`src/rtl/issue_ctrl_pkg.sv`:
```
// Shared opcode constants, FSM/target encodings and the opcode-to-target
// classifier used by the dispatch sequencer.
package issue_ctrl_pkg;

  localparam int unsigned INSTR_W = 32;
  localparam int unsigned ADDR_W  = 32;

  localparam logic [INSTR_W-1:0] ZERO_DATA = '0;

  localparam logic [6:0] OP_LOAD   = 7'b0000011;
  localparam logic [6:0] OP_STORE  = 7'b0100011;
  localparam logic [6:0] OP_LUI    = 7'b0110111;
  localparam logic [6:0] OP_AUIPC  = 7'b0010111;
  localparam logic [6:0] OP_JAL    = 7'b1101111;
  localparam logic [6:0] OP_JALR   = 7'b1100111;
  localparam logic [6:0] OP_BRANCH = 7'b1100011;
  localparam logic [6:0] OP_I_TYPE = 7'b0010011;
  localparam logic [6:0] OP_R_TYPE = 7'b0110011;

  typedef enum logic [1:0] {
    ST_EMPTY,
    ST_HELD,
    ST_FLUSH
  } state_t;

  typedef enum logic [1:0] {
    TGT_ILLEGAL,
    TGT_RS,
    TGT_SLB
  } target_t;

  function automatic target_t classify(input logic [6:0] opcode);
    target_t t;
    case (opcode)
      OP_LOAD, OP_STORE:                    t = TGT_SLB;
      OP_LUI, OP_AUIPC, OP_JAL, OP_JALR,
      OP_BRANCH, OP_I_TYPE, OP_R_TYPE:      t = TGT_RS;
      default:                              t = TGT_ILLEGAL;
    endcase
    return t;
  endfunction

endpackage

```
`src/rtl/issue_ctrl_credit_counter.sv`:
```
// Saturating occupancy counter: +1 on inc, -1 on dec, clear on clr,
// frozen while en is low.
module credit_counter
  import issue_ctrl_pkg::*;
#(
  parameter int unsigned SIZE  = 16,
  parameter int unsigned CNT_W = 5
) (
  input  logic             clk,
  input  logic             rst,
  input  logic             en,
  input  logic             inc,
  input  logic             dec,
  input  logic             clr,
  output logic             full,
  output logic [CNT_W-1:0] count
);

  localparam logic [CNT_W-1:0] MAX = CNT_W'(SIZE);

  always_ff @(posedge clk or negedge rst) begin
    if (!rst) begin
      count <= '0;
    end else if (en) begin
      if (clr) begin
        count <= '0;
      end else if (inc && !dec) begin
        if (count < MAX) count <= count + CNT_W'(1);
      end else if (dec && !inc) begin
        if (count != '0) count <= count - CNT_W'(1);
      end
    end
  end

  assign full = (count >= MAX);

  // A release with nothing outstanding means the producer lost track of credits.
  a_no_release_at_zero: assert property (
    @(posedge clk) disable iff (!rst) (en && !clr && dec && !inc) |-> (count != '0)
  );

endmodule

```
`src/rtl/issue_ctrl.sv`:
```
// Dispatch sequencer: holds one fetched instruction, issues it to ROB plus
// RS or SLB once credits allow, and recovers for one cycle after a flush.
module issue_ctrl
  import issue_ctrl_pkg::*;
#(
  parameter int unsigned ROB_SIZE = 16,
  parameter int unsigned RS_SIZE  = 16,
  parameter int unsigned SLB_SIZE = 16,
  parameter int unsigned CNT_W    = 5
) (
  input  logic               clk,
  input  logic               rst,
  input  logic               rdy,
  input  logic               in_fetch_valid,
  input  logic [INSTR_W-1:0] in_fetch_instr,
  input  logic [ADDR_W-1:0]  in_fetch_pc,
  input  logic               in_fetch_jump_ce,
  output logic               out_fetch_ready,
  output logic [INSTR_W-1:0] out_dec_instr,
  output logic [ADDR_W-1:0]  out_dec_pc,
  output logic               out_dec_jump_ce,
  output logic               out_rob_we,
  output logic               out_rs_we,
  output logic               out_slb_we,
  input  logic               in_rob_commit,
  input  logic               in_rs_release,
  input  logic               in_slb_release,
  input  logic               in_flush,
  output logic               out_stall
);

  state_t           state, state_nxt;
  target_t          target;
  logic             held, legal, can_issue, go, issue, drop, accept;
  logic             rob_full, rs_full, slb_full;
  logic [CNT_W-1:0] rob_cnt, rs_cnt, slb_cnt;

  assign held      = (state == ST_HELD);
  assign target    = classify(out_dec_instr[6:0]);
  assign legal     = (target != TGT_ILLEGAL);
  assign can_issue = held && !rob_full && ((target == TGT_RS) ? !rs_full : !slb_full);
  assign go        = rdy && !in_flush;
  assign issue     = go && can_issue && legal;
  // An illegal opcode frees the holding slot without touching any resource.
  assign drop      = go && held && !legal;

  assign out_fetch_ready = rst && go && ((state == ST_EMPTY) || issue || drop);
  assign accept          = in_fetch_valid && out_fetch_ready;

  assign out_rob_we = issue;
  assign out_rs_we  = issue && (target == TGT_RS);
  assign out_slb_we = issue && (target == TGT_SLB);
  assign out_stall  = held && legal && !can_issue;

  always_ff @(posedge clk or negedge rst) begin
    if (!rst) state <= ST_EMPTY;
    else      state <= state_nxt;
  end

  always_comb begin
    state_nxt = state;
    if (rdy) begin
      if (in_flush) begin
        state_nxt = ST_FLUSH;
      end else begin
        unique case (state)
          ST_EMPTY: if (accept) state_nxt = ST_HELD;
          ST_HELD:  if (issue || drop) state_nxt = accept ? ST_HELD : ST_EMPTY;
          ST_FLUSH: state_nxt = ST_EMPTY;
          default:  state_nxt = ST_EMPTY;
        endcase
      end
    end
  end

  always_ff @(posedge clk or negedge rst) begin
    if (!rst) begin
      out_dec_instr   <= ZERO_DATA;
      out_dec_pc      <= '0;
      out_dec_jump_ce <= 1'b0;
    end else if (rdy) begin
      if (in_flush) begin
        out_dec_instr   <= ZERO_DATA;
        out_dec_pc      <= '0;
        out_dec_jump_ce <= 1'b0;
      end else if (accept) begin
        out_dec_instr   <= in_fetch_instr;
        out_dec_pc      <= in_fetch_pc;
        out_dec_jump_ce <= in_fetch_jump_ce;
      end
    end
  end

  credit_counter #(.SIZE(ROB_SIZE), .CNT_W(CNT_W)) u_rob_cnt (
    .clk(clk), .rst(rst), .en(rdy), .inc(out_rob_we), .dec(in_rob_commit),
    .clr(in_flush), .full(rob_full), .count(rob_cnt)
  );

  credit_counter #(.SIZE(RS_SIZE), .CNT_W(CNT_W)) u_rs_cnt (
    .clk(clk), .rst(rst), .en(rdy), .inc(out_rs_we), .dec(in_rs_release),
    .clr(in_flush), .full(rs_full), .count(rs_cnt)
  );

  credit_counter #(.SIZE(SLB_SIZE), .CNT_W(CNT_W)) u_slb_cnt (
    .clk(clk), .rst(rst), .en(rdy), .inc(out_slb_we), .dec(in_slb_release),
    .clr(in_flush), .full(slb_full), .count(slb_cnt)
  );

  a_cnt_bounded: assert property (
    @(posedge clk) disable iff (!rst)
      (rob_cnt <= CNT_W'(ROB_SIZE)) && (rs_cnt <= CNT_W'(RS_SIZE)) && (slb_cnt <= CNT_W'(SLB_SIZE))
  );

endmodule

```
`config.mk`:
```
export PLATFORM = sky130hd
export DESIGN_NAME = issue_ctrl
export DESIGN_NICKNAME = d
export VERILOG_FILES = /design/src/rtl/issue_ctrl_pkg.sv /design/src/rtl/issue_ctrl_credit_counter.sv /design/src/rtl/issue_ctrl.sv
export SDC_FILE = /design/constraint.sdc
export NUM_CORES = 1
export LEC_CHECK = 0
export ABC_AREA = 1
export BUFFER_PORTS_ARGS = -buffer_cell sky130_fd_sc_hd__buf_2
export CORE_MARGIN = 4
export CORE_UTILIZATION = 40
export CTS_CLUSTER_SIZE = 40
export DETAILED_ROUTE_END_ITERATION = 10
export HOLD_SLACK_MARGIN = 0.03
export MAX_ROUTING_LAYER = met4
export PLACE_DENSITY = 0.68
export SLEW_MARGIN = 30
export SYNTH_ARGS = -nofsm -noshare
export SYNTH_HDL_FRONTEND = slang
export SYNTH_HIERARCHICAL = 1
export SYNTH_SLANG_ARGS = --single-unit
```
`constraint.sdc`:
```
create_clock -name clk -period 5.1 [get_ports clk]
set_input_delay 1.02 -clock clk [delete_from_list [all_inputs] [get_ports clk]]
set_output_delay 1.02 -clock clk [all_outputs]
set_load 0.02 [all_outputs]
```
## Yosys cells after proc, flatten, opt, wreduce, memory -nomap -nowiden

Cells that the tools add are included.

- Add/subtract/negate cells: 6
- $lt $le $gt $ge: 6
- Equal/unequal tests: 17
- Multiplexer cells: 28
- Reductions and logical operators: 54

Operator list:

| kind | number |
|---|---|
| 32-bit 2-to-1 mux | 4 |
| 5-bit 2-to-1 mux | 15 |
| 7-bit by 6-bit == test with 1-bit output, second input constant | 3 |
| 7-bit == test, second input constant | 3 |
| 1-bit logical AND | 20 |
| 3-bit nonzero test | 6 |
| 5-bit by 1-bit adder with 5-bit output, second input constant | 3 |
| 5-bit >= comparator, second input constant | 3 |
| 5-bit less-than comparator, second input constant | 3 |
| 5-bit nonzero test | 3 |
| 5-bit by 1-bit subtractor with 5-bit output, second input constant | 3 |
| 7-bit by 5-bit == test with 1-bit output, second input constant | 2 |
| 1-bit zero test | 12 |
| 3-bit != test, second input constant | 4 |
| 4-bit AND reduction | 3 |
| 2-bit case mux with 2 select lines | 2 |
| 7-bit by 2-bit == test with 1-bit output, second input constant | 1 |
| 7-bit OR reduction | 1 |
| 2-bit 2-to-1 mux | 3 |
| 2-bit by 1-bit == test with 1-bit output, second input constant | 2 |
| 1-bit 2-to-1 mux | 4 |
| 2-bit nonzero test | 2 |
| 1-bit logical OR | 3 |
| 3-bit by 2-bit != test with 1-bit output, second input constant | 1 |
| other kinds (5) | 5 |

- Register bits after elaboration: 82
- Input port bits: 73
- Output and inout port bits: 70
- Word-level logic and storage cells: 118

## Longest topological paths before layout

- Word-level depth: 16
- Mapped depth: 22

## By module

The synthesis kept the hierarchy.

By module, submodules not included:

| module | times used | cells each | area an instance (um^2) | sequential area each (um^2) |
|---|---|---|---|---|
| issue_ctrl | 1 | 331 | 2,780.2 | 1,676.6 |
| credit_counter at u_rob_cnt ... | 2 | 69 | 489.2 | 125.1 |
| credit_counter at u_rs_cnt | 1 | 68 | 495.5 | 125.1 |

## Least setup slack after synthesis

No wires, ideal clock.

- Kind: input -> register
- From: input in_flush
- To: register u_rs_cnt.count[4]
- Setup time: 0.117 ns
- Arrival time: 3.012 ns
- Required time: 4.983 ns
- Slack: 1.971 ns
- Cell stages on the path: 18
- Path buffers: 0
- Path through: inv_1 -> nand2_1 -> inv_1 -> nand2_1 -> inv_1 -> nand3_2 -> a21oi_1 -> ha_1 -> nand2_1 -> and2_1 -> ha_1 -> o21bai_4 -> nand2_2 -> nand2_1 -> nand2_1 -> nand2_1 -> nand3_1 -> nand2_1

- Word-level cells in the longest chain between the ends: 9

Ends and longest elaborated chain:

| item | line | RTL |
|---|---|---|
| start: declaration | issue_ctrl.sv:28 | `input logic in_flush,` |
| 1-bit zero test * | issue_ctrl.sv:42 | `assign go = rdy && !in_flush;` |
| 1-bit logical AND * | issue_ctrl.sv:42 |  |
| 1-bit logical AND * (2 in series) | issue_ctrl.sv:43 | `assign issue = go && can_issue && legal;` |
| 1-bit logical AND * | issue_ctrl.sv:51 | `assign out_rs_we = issue && (target == TGT_RS);` |
| named net out_rs_we | issue_ctrl.sv:23 | `output logic out_rs_we,` |
| 1-bit zero test | issue_ctrl_credit_counter.sv:29 | `end else if (dec && !inc) begin` |
| 1-bit logical AND | issue_ctrl_credit_counter.sv:29 |  |
| 3-bit nonzero test (no line) | - |  |
| 4-bit AND reduction (no line) | - |  |
| end signal: assignment | issue_ctrl_credit_counter.sv:28 | `if (count < MAX) count <= count + CNT_W'(1);` |
| end signal: assignment | issue_ctrl_credit_counter.sv:30 | `if (count != '0) count <= count - CNT_W'(1);` |
| end: declaration | issue_ctrl_credit_counter.sv:16 | `output logic [CNT_W-1:0] count` |

The timed path passes the listed nets; every way through them passes the cells marked *.
A chain may end at the register's enable or synchronous reset.

## Final worst setup path

- From: input in_flush
- To: output out_rs_we

- Word-level cells in the longest chain between the ends: 5

Ends and longest elaborated chain:

| item | line |
|---|---|
| 1-bit zero test | issue_ctrl.sv:42 |
| 1-bit logical AND | issue_ctrl.sv:42 |
| 1-bit logical AND (2 in series) | issue_ctrl.sv:43 |
| 1-bit logical AND | issue_ctrl.sv:51 |
| end: declaration | issue_ctrl.sv:23 |

No other way between the ends.

==> metrics.cfg <==
[setup_path]
reg2reg_slack_ps=2230
crit_fanout=14
cp-start-kind=primary input
cp.required_ps=4080
crit_arrival_ps=2240
endpoint_kind=primary output
rr_endpoint=u_slb_cnt/count[4]$_DFFE_PN0P_
rr_startpoint=out_dec_instr[3]$_DFFE_PN0P_
r2r_cells=21
crit_type=primary input to primary output

[status]
status=completed

[place]
port_buffers=142
place_congestion=0.780
hpwl_um=7820

[finish]
layout_commonest_cell=nand2_1
area_growth_pct=22.8
multi_input_area_sq_mm=0.00188
seqCellArea_sq_mm=0.00205
fin_util=0.506
nNetsFinal=766
antenna_cells=0
drive_gt1_frac=0.287
final_cell_mix=nand2_1, buf_2, dfrtp_1
fill_cells=1038

[logic_synthesis]
synth-edff-count=0
yosys_register_bits=82
synth_nets=628
ys_seq_area_frac=0.482
post_synth.cell_area_avg_sq_um=7.92
synth_cell_types=29
synth_top_area_cell=dfrtp_1
synth_top_area_frac=0.482
synthesis.area_sq_mm=0.00425
synth_cells=537
synth_area_leaders=dfrtp_1, nand2_1, ha_1
ys.flop_type=dfrtp_1
yosysWarnings=6
async_reset_ff_frac=1.00

[clock_network]
clkTransAtPathRegs_ps=80
cts_made_buffers=9
cts_tree=yes
cts-root-buf=clkbuf_8
clock_path_buffers=2
htree_levels=3
postCtsSetupBuffers=0
cts_sinks=82
clock_latency_ps=350
cts.hold.buffers_added=0
postCtsResizedCells=0

[sta]
tns_ps=0
period_needed_ps=3260
max_freq_mhz=307
rsz0062_at_grt=false
finalCritPeriodShare=0.640
slew_violations=0
max-slew-margin-rel=0.517
hold_viol=0
finClkSkew_ps=9.02
tightestPinTransition_ps=724
setup_viol_count_final=0

[drt]
dr_total_vias=3804
wl_um=10600
firstDrtPassIters=4
drc_errors=0
ant_nets=0
routed_via_density=4.66
routedWlPerCell_um=13.0
drtIter0Drc=171

[pwr]
p_leak_nw=3.21
p_per_area_mw_per_mm2=350
total_power_w=0.00183
worst_ir_drop_vdd_v=0.000130

[floorplan]
core_sq_mm=0.0103
die_h_um=111
die_area_sq_mm=0.0123
die_x_um=111
start_util=0.412
num_rows=37
ios=143

[global_route]
grt_pass1_vias=3951
antenna_found_initial=0
grt-ovfl-total=0
grt_pass1_wl_um=18100
grt_start_max_net_pins=81
grtUsageTotal=0.182

[run]
drv_cap=0

[hold_path]
hold_class=primary input to asynchronous set/reset pin

==> cell type report <==
type	count	area share
flip-flops and latches	82	0.393
multi-input cells	387	0.361
repair buffers	144	0.140
inverters	51	0.0371
well taps	136	0.0326
clock buffers	11	0.0251
clock inverters	5	0.0115
==> Yosys cell counts, types with 2 or more instances <==
| cell | instances |
|---|---|
| dfrtp_1 | 82 |
| a21oi_1 | 11 |
| or2_2 | 4 |
| clkbuf_1 | 3 |
| buf_4 | 6 |
| ha_1 | 18 |
| nor2_1 | 20 |
| and2_2 | 2 |
| inv_1 | 43 |
| nand3_1 | 19 |
| o21ai_0 | 5 |
| nand2_2 | 5 |
| nand2_1 | 271 |
| nand4_1 | 2 |
| xor2_1 | 3 |
| nand3_4 | 2 |
| buf_2 | 2 |
| inv_2 | 8 |
| buf_6 | 6 |
| o21ai_1 | 9 |
| nand3_2 | 7 |
| a21boi_4 | 2 |
==> worst max-delay path, cell delays in order <==
cell and delay [ps]:
buf_2 200, inv_1 120, nand2_1 90, inv_1 70, nand2_1 50, inv_1 60
nand3_2 120, a21oi_1 270, buf_2 230
==> layer usage <==
metal | GRT usage | share of wire | up-vias
met3 | 0.0693 | 0.090 | 13
li1 | - | - | 1910
met2 | 0.282 | 0.45 | 128
met5 | - | 0 | -
met4 | 0.0738 | 0.019 | 0
met1 | 0.212 | 0.44 | 1753
==> stage by stage <==
step | setup WS (ps) | cell area [sq um] | hold slack (ps) | instances
2_1_floorplan | 1970 | 4250 | 455 | 537
3_3_place_gp | 1820 | 5020 | 449 | 800
3_5_place_dp | 1750 | 5030 | 453 | 800
4_1_cts | 1840 | 5220 | 422 | 816
5_1_grt | 1700 | 5220 | 419 | 816
6_report | 1840 | 5220 | 455 | 816
==> registers in the layout (all words and copies together) (netlist names) <==
| register | cells |
|---|---|
| state | 2 |
| u_rs_cnt/count | 5 |
| out_dec_jump_ce | 1 |
| out_dec_pc | 32 |
| out_dec_instr | 32 |
| u_rob_cnt/count | 5 |
| u_slb_cnt/count | 5 |
==> report_power, final <==
group          internal (W)  switching, W
Combinational      0.000219      0.000329
Clock              0.000230      0.000244
Sequential         0.000725     0.0000785
==> worst max-delay path by stage <==
stage / start / to / slack [ps] / cells after the start
after detailed placement: in_flush / u_slb_cnt/count[4]$_DFFE_PN0P_ / 1750 / 20
after global placement: in_flush / u_slb_cnt/count[4]$_DFFE_PN0P_ / 1820 / 20
after floorplan: in_flush / u_rs_cnt/count[4]$_DFFE_PN0P_ / 1970 / 18
final: in_flush / out_rs_we / 1840 / 9
after CTS: in_flush / out_rs_we / 1840 / 9
after global routing: in_flush / out_rs_we / 1700 / 9
==> logic make-up after synthesis <==
kind of cell               count (synthesis)  synth area share
AOI/OAI and AO/OA                         29            0.0447
xor gates and xnor gates                   3           0.00618
adders and majority gates                 18            0.0529
buffers and inverters                     68            0.0765
DFF                                       82             0.482
and+or+nand+nor                          337             0.337
Note: power is estimated with default switching activity, not from simulation.
